File: src/rtl/dmem_port_arbiter_pkg.sv
// Shared constants and types for the data-RAM port arbiter.
// Holds the default starvation limit, the starvation counter width and the
// default statistics counter width used by the pipeline top and host loader.
package dmem_port_arbiter_pkg;

  localparam int unsigned DefHostWaitMax = 8;
  localparam int unsigned WaitW          = 8;
  localparam int unsigned DefCntW        = 16;

  // Which side owns the RAM port in the current cycle.
  typedef enum logic {
    OWNER_PIPE = 1'b0,
    OWNER_HOST = 1'b1
  } ram_owner_e;

endpackage

File: src/rtl/dmem_port_arbiter.sv
// Data-RAM port arbiter between the MEM stage and a host port.
// The pipeline normally wins; a host request refused HOST_WAIT_MAX cycles in a
// row is forced through and the pipeline is stalled for that one cycle.
module dmem_port_arbiter
  import dmem_port_arbiter_pkg::*;
#(
  parameter int unsigned ADDR_W        = 32,
  parameter int unsigned DATA_W        = 32,
  parameter int unsigned HOST_WAIT_MAX = DefHostWaitMax,
  parameter int unsigned CNT_W         = DefCntW
) (
  input  logic              clk,
  input  logic              clrn,
  input  logic              pipe_req,
  input  logic              pipe_we,
  input  logic [ADDR_W-1:0] pipe_addr,
  input  logic [DATA_W-1:0] pipe_wdata,
  output logic [DATA_W-1:0] pipe_rdata,
  output logic              pipe_stall,
  input  logic              host_req,
  input  logic              host_we,
  input  logic [ADDR_W-1:0] host_addr,
  input  logic [DATA_W-1:0] host_wdata,
  output logic              host_gnt,
  output logic              host_rvalid,
  output logic [DATA_W-1:0] host_rdata,
  output logic              ram_we,
  output logic [ADDR_W-1:0] ram_addr,
  output logic [DATA_W-1:0] ram_wdata,
  input  logic [DATA_W-1:0] ram_rdata,
  output logic [CNT_W-1:0]  forced_cnt
);

  localparam logic [WaitW-1:0] WaitMax = WaitW'(HOST_WAIT_MAX);
  localparam logic [CNT_W-1:0] CntMax  = '1;

  logic [WaitW-1:0]  wait_cnt_q, wait_cnt_d;
  logic              host_rvalid_q, host_rvalid_d;
  logic [DATA_W-1:0] host_rdata_q, host_rdata_d;
  logic [CNT_W-1:0]  forced_cnt_q, forced_cnt_d;
  logic              force_grant;
  ram_owner_e        owner;

  // Decide who owns the RAM this cycle: host when the pipe is idle or the host has starved long enough.
  always_comb begin
    force_grant = host_req & (wait_cnt_q == WaitMax);
    host_gnt    = host_req & (~pipe_req | force_grant);
    pipe_stall  = pipe_req & host_gnt;
    owner       = host_gnt ? OWNER_HOST : OWNER_PIPE;
  end

  // Steer the granted side onto the RAM port; a pipe write only counts when the pipe really accesses memory.
  always_comb begin
    ram_we    = 1'b0;
    ram_addr  = pipe_addr;
    ram_wdata = pipe_wdata;
    case (owner)
      OWNER_HOST: begin
        ram_we    = host_we;
        ram_addr  = host_addr;
        ram_wdata = host_wdata;
      end
      default: begin
        ram_we    = pipe_we & pipe_req;
        ram_addr  = pipe_addr;
        ram_wdata = pipe_wdata;
      end
    endcase
  end

  // Next-state: starvation counter, host read return and saturating forced-grant statistic.
  always_comb begin
    wait_cnt_d    = wait_cnt_q;
    host_rvalid_d = 1'b0;
    host_rdata_d  = host_rdata_q;
    forced_cnt_d  = forced_cnt_q;

    if (~host_req | host_gnt) begin
      wait_cnt_d = '0;
    end else if (pipe_req & ~force_grant) begin
      wait_cnt_d = wait_cnt_q + 1'b1;
    end

    if (host_gnt & ~host_we) begin
      host_rvalid_d = 1'b1;
      host_rdata_d  = ram_rdata;
    end

    if (force_grant & pipe_req & (forced_cnt_q != CntMax)) begin
      forced_cnt_d = forced_cnt_q + 1'b1;
    end
  end

  // State registers; an asynchronous reset drops a pending read return immediately.
  always_ff @(posedge clk or negedge clrn) begin
    if (!clrn) begin
      wait_cnt_q    <= '0;
      host_rvalid_q <= 1'b0;
      host_rdata_q  <= '0;
      forced_cnt_q  <= '0;
    end else begin
      wait_cnt_q    <= wait_cnt_d;
      host_rvalid_q <= host_rvalid_d;
      host_rdata_q  <= host_rdata_d;
      forced_cnt_q  <= forced_cnt_d;
    end
  end

  assign pipe_rdata  = ram_rdata;
  assign host_rvalid = host_rvalid_q;
  assign host_rdata  = host_rdata_q;
  assign forced_cnt  = forced_cnt_q;

endmodule

File: config.mk
export PLATFORM = sky130hd
export DESIGN_NAME = dmem_port_arbiter
export DESIGN_NICKNAME = d
export VERILOG_FILES = /design/src/rtl/dmem_port_arbiter_pkg.sv /design/src/rtl/dmem_port_arbiter.sv
export SDC_FILE = /design/constraint.sdc
export NUM_CORES = 1
export LEC_CHECK = 0
export ABC_AREA = 1
export CAP_MARGIN = 40
export CORE_AREA = 2 2 123 125
export CTS_CLUSTER_DIAMETER = 40
export DETAILED_ROUTE_END_ITERATION = 10
export DIE_AREA = 0 0 125 127
export PLACE_DENSITY = 0.67
export SYNTH_ARGS = -nofsm -noshare
export SYNTH_HDL_FRONTEND = slang
export SYNTH_SLANG_ARGS = --single-unit
File: constraint.sdc
create_clock -name clk -period 4 [get_ports clk]
set_clock_uncertainty 0.1 [all_clocks]
set_input_delay 0.8 -clock clk [delete_from_list [all_inputs] [get_ports clk]]
set_output_delay 0.8 -clock clk [all_outputs]
set_load 0.005 [all_outputs]
### After elaboration in Yosys (flattened, before gate mapping)

Index checks and enable logic that the tools add are counted.

| word-level totals | value |
|---|---|
| input bits | 166 |
| flip-flop bits (word level) | 57 |
| logic and storage cells | 30 |

| cells by class | value |
|---|---|
| $add $sub $neg | 2 |
| bitwise logic cells | 14 |
| mux-type cells | 7 |
| reductions and logical operators | 1 |
| eq/ne operators | 2 |

Operators with widths:

| operator | count |
|---|---|
| two-way mux 32 bit | 2 |
| adder 16 x 1 -> 16 bit, second input constant | 1 |
| two-way mux 8 bit | 2 |
| inequality test 16 bit, second input constant | 1 |
| adder 8 x 1 -> 8 bit, second input constant | 1 |
| bitwise AND 1 bit | 8 |
| == test 8 x 4 -> 1 bit, second input constant | 1 |
| inverter 1 bit | 4 |
| two-way mux 1 bit | 3 |
| OR 1 bit | 2 |
| nonzero test 2 bit | 1 |

### Longest topological paths before layout

| logic depth | value |
|---|---|
| depth after elaboration | 6 |
| gate-level depth with buffers | 12 |
| mapped depth without buffers | 10 |

### Worst setup path after synthesis

No wires, ideal clock.

| path | value |
|---|---|
| kind | in2out |
| start | input port host_req |
| end | output port ram_addr[0] |
| path buffers | 3 |
| arrival | 1,805 ps |
| path slack | 1,295 ps |
| data required time | 3,100 ps |
| cell stages on the path | 10 |
| cell sequence | buf_4 > nand2_1 > nor2_1 > nand2_1 > nand2_2 > nand2_2 > buf_2 > buf_2 > nand2_1 > nand2_1 |

| between the ends | value |
|---|---|
| longest elaborated chain between the ends | 5 |

Ends and longest elaborated chain:

| element | line | text |
|---|---|---|
| start: declaration | dmem_port_arbiter.sv:20 | `input logic host_req,` |
| bitwise AND 1 bit | dmem_port_arbiter.sv:46 | `force_grant = host_req & (wait_cnt_q == WaitMax);` |
| OR 1 bit | dmem_port_arbiter.sv:47 | `host_gnt = host_req & (~pipe_req \| force_grant);` |
| bitwise AND 1 bit * | dmem_port_arbiter.sv:47 |  |
| two-way mux 1 bit * | dmem_port_arbiter.sv:49 | `owner = host_gnt ? OWNER_HOST : OWNER_PIPE;` |
| two-way mux 32 bit * | dmem_port_arbiter.sv:57 | `case (owner)` |
| end: declaration | dmem_port_arbiter.sv:28 | `output logic [ADDR_W-1:0] ram_addr,` |

Mark *: on every way between the ends. The rest lies on a longest branch, timed or not.

### Final worst setup path

| path | value |
|---|---|
| start | input port host_req |
| end | output port ram_wdata[24] |

| between the ends | value |
|---|---|
| longest elaborated chain between the ends | 5 |

Ends and longest elaborated chain:

| element | line | text |
|---|---|---|
| bitwise AND 1 bit | dmem_port_arbiter.sv:46 |  |
| OR 1 bit | dmem_port_arbiter.sv:47 |  |
| bitwise AND 1 bit * | dmem_port_arbiter.sv:47 |  |
| two-way mux 1 bit * | dmem_port_arbiter.sv:49 |  |
| two-way mux 32 bit * | dmem_port_arbiter.sv:57 |  |
| end: declaration | dmem_port_arbiter.sv:29 | `output logic [DATA_W-1:0] ram_wdata,` |

Marked as above.

==> metrics.cfg <==
[power]
leakage_nw = 3.41
ir_drop_mv = 0.169
power_density_nw_per_um2 = 279

[clock_network]
cts_sinks = 57
insertion_delay_ns = 0.32
cts_buffers = 9
root_buffer = clkbuf_16
path_clk_slew_ns = 0.05
clockBufferDepth = 2
cts_tree = done
htreeDepth = 3

[critical_path]
worst-setup-path-type = input pin to output pin
cp-end-kind = output pin
cp.arrival_ns = 2.89
r2r_start = wait_cnt_q[0]$_DFFE_PN0P_
path_max_fanout = 35
startpoint_type = input pin
critPathRequiredTime_ns = 3.10
cp-startpoint = host_req

[sta]
maxSlewViolCount = 0
holdWs_ns = 0.370
rsz0062_at_grt = false
hold_viol = 0
fmax_ghz = 0.264
tightest_slew_ns = 0.780
period_minus_slack_ns = 3.79
period_share_pct = 94.8
tns_ns = 0
finalSetupViolations = 0
relSlewSlack_pct = 48.0

[floorplanning]
fp.dieH_um = 127
die-width_um = 125
num_rows = 44
coreArea_um2 = 14400
die_area_um2 = 15900
start_util_pct = 26.5
io_pins = 314

[logic_synthesis]
yosys_warnings = 0
synthesis.area_um2 = 3820
yosysSeqAreaShare_pct = 37.3
synth_area_leaders = dfrtp_1, nand2_1, buf_4
synth_top_area_share_pct = 37.3
synth_top_cell_by_area = dfrtp_1
ys_ff_latch = 57
ys_types = 18
syn_area_per_cell_um2 = 6.48
synthCells = 590
synth_nets = 759

[final_layout]
final_util_pct = 49.5
final_common_cell = nand2_1
layout.nets = 1033
syn2layout_area_growth_pct = 86.9
diodes = 0
most-common-layout-cells = nand2_1, clkdlybuf4s50_1, dfrtp_1, nand4_1, nor2_1
stdcell_count = 1053
drive_gt1_share_pct = 3.68

[route]
routedWlPerCell_um = 15.0
viasPerCell = 4.40
post-route-drc-count = 0
first_pass_iters = 6
vias = 4629
drtIter0Drc = 166
ant_nets = 0
drt-total-wl_um = 15800

[worst_hold_path]
hold_path_class = flip-flop to flip-flop
hold_start = host_rdata[27]$_DFFE_PN0P_

[placement]
placed_cells_incl_taps = 1037
gp_congestion = 0.834
dp_hpwl_um = 12400
portBuffers = 313

[run]
maxCapViolations = 0

[run_status]
status = completed

[grt]
grt_pass1_wl_um = 24600
grt_max_degree = 66
antenna_found_initial = 0
track_usage_pct = 19.4
grt_pass1_vias = 4390
grt_overflow = 0

==> cell families (layout without fill, tap and decap cells) <==
group / count (synthesis) / after routing / share of synthesized area (%)
fa+ha+maj: 3 / 3 / 0.982
simple gates: 423 / 423 / 44.8
flops: 57 / 57 / 37.3
xor+xnor: 8 / 8 / 1.83
compound gates: 11 / 11 / 1.44
buf+inv: 88 / 367 / 13.7
==> sequential cells by signal, summed over array words and instances (netlist names) <==
| name | cells |
|---|---|
| wait_cnt_q | 8 |
| host_rdata | 32 |
| host_rvalid | 1 |
| forced_cnt | 16 |
==> critical path, cell delays in order <==
cell and delay [ns]:
clkdlybuf4s50_1 0.51, nand2_1 0.06, nor2_1 0.13, nand2_1 0.11, nand2_2 0.08, nand2_2 0.07, inv_2 0.20, buf_12 0.22
nand2_1 0.07, nand2_1 0.06, clkdlybuf4s50_1 0.54
==> cell type report <==
class                   instances  area, um2
clock buffers                  11        253
clock inverters                 5       30.0
fillers                      1431       7280
inverters                      27        101
multi-input cells             445       1870
flip-flops and latches         57       1430
well taps                     184        230
repair buffers                324       3230
==> metal layers <==
metal | share of wire (%) | vias to the layer above | global-route usage [%] | wire length (um)
li1 | - | 2356 | - | -
met5 | 0 | - | 0 | 0
met1 | 42 | 2051 | 25.1 | 6700
met2 | 48 | 209 | 32.5 | 7630
met4 | 1.2 | 0 | 4.64 | 187
met3 | 8.2 | 13 | 5.28 | 1300
==> power breakdown <==
group	switching [W]	leakage (nW)	internal, W
clock	0.000269	0.137	0.000449
combinational	0.000217	2.56	0.000393
sequential	0.0000326	0.716	0.000630
==> final timing paths <==
path | end | slack, ns | cells after the start
max | ram_wdata[24] | 0.21 | 11
min | host_rdata[27]$_DFFE_PN0P_ | 0.37 | 2
max reg2reg | host_rdata[23]$_DFFE_PN0P_ | 1.72 | 11
min reg2reg | host_rdata[27]$_DFFE_PN0P_ | 0.37 | 2
max in group asynchronous | host_rdata[16]$_DFFE_PN0P_ | 2.54 | 2
min in group asynchronous | host_rdata[26]$_DFFE_PN0P_ | 0.45 | 1
==> Yosys cell counts (all sizes together) <==
cell    number
nand2      341
nand4       36
dfrtp       57
nor3         1
nand3       13
clkbuf       7
clkinv       1
xor2         8
o21ai       11
nor2        29
buf         54
nor3b        3
inv         26
ha           3
==> timing repair <==
item,CTS,global route
setup buffers,0,0
setup endpoints to repair,0,46
hold buffers,0,0
gates resized for setup,0,2
==> per-stage QoR <==
step           total power, W  worst slack [ns]  cell area (um2)
6_report              0.00199             0.206             7150
5_1_grt               0.00210            0.0355             7150
4_1_cts               0.00202            0.0472             7140
3_5_place_dp          0.00129            0.0539             6860
3_3_place_gp          0.00129            0.0501             6860
2_1_floorplan        0.000841              1.30             3820
No activity file was read; power rests on OpenSTA's default activity.
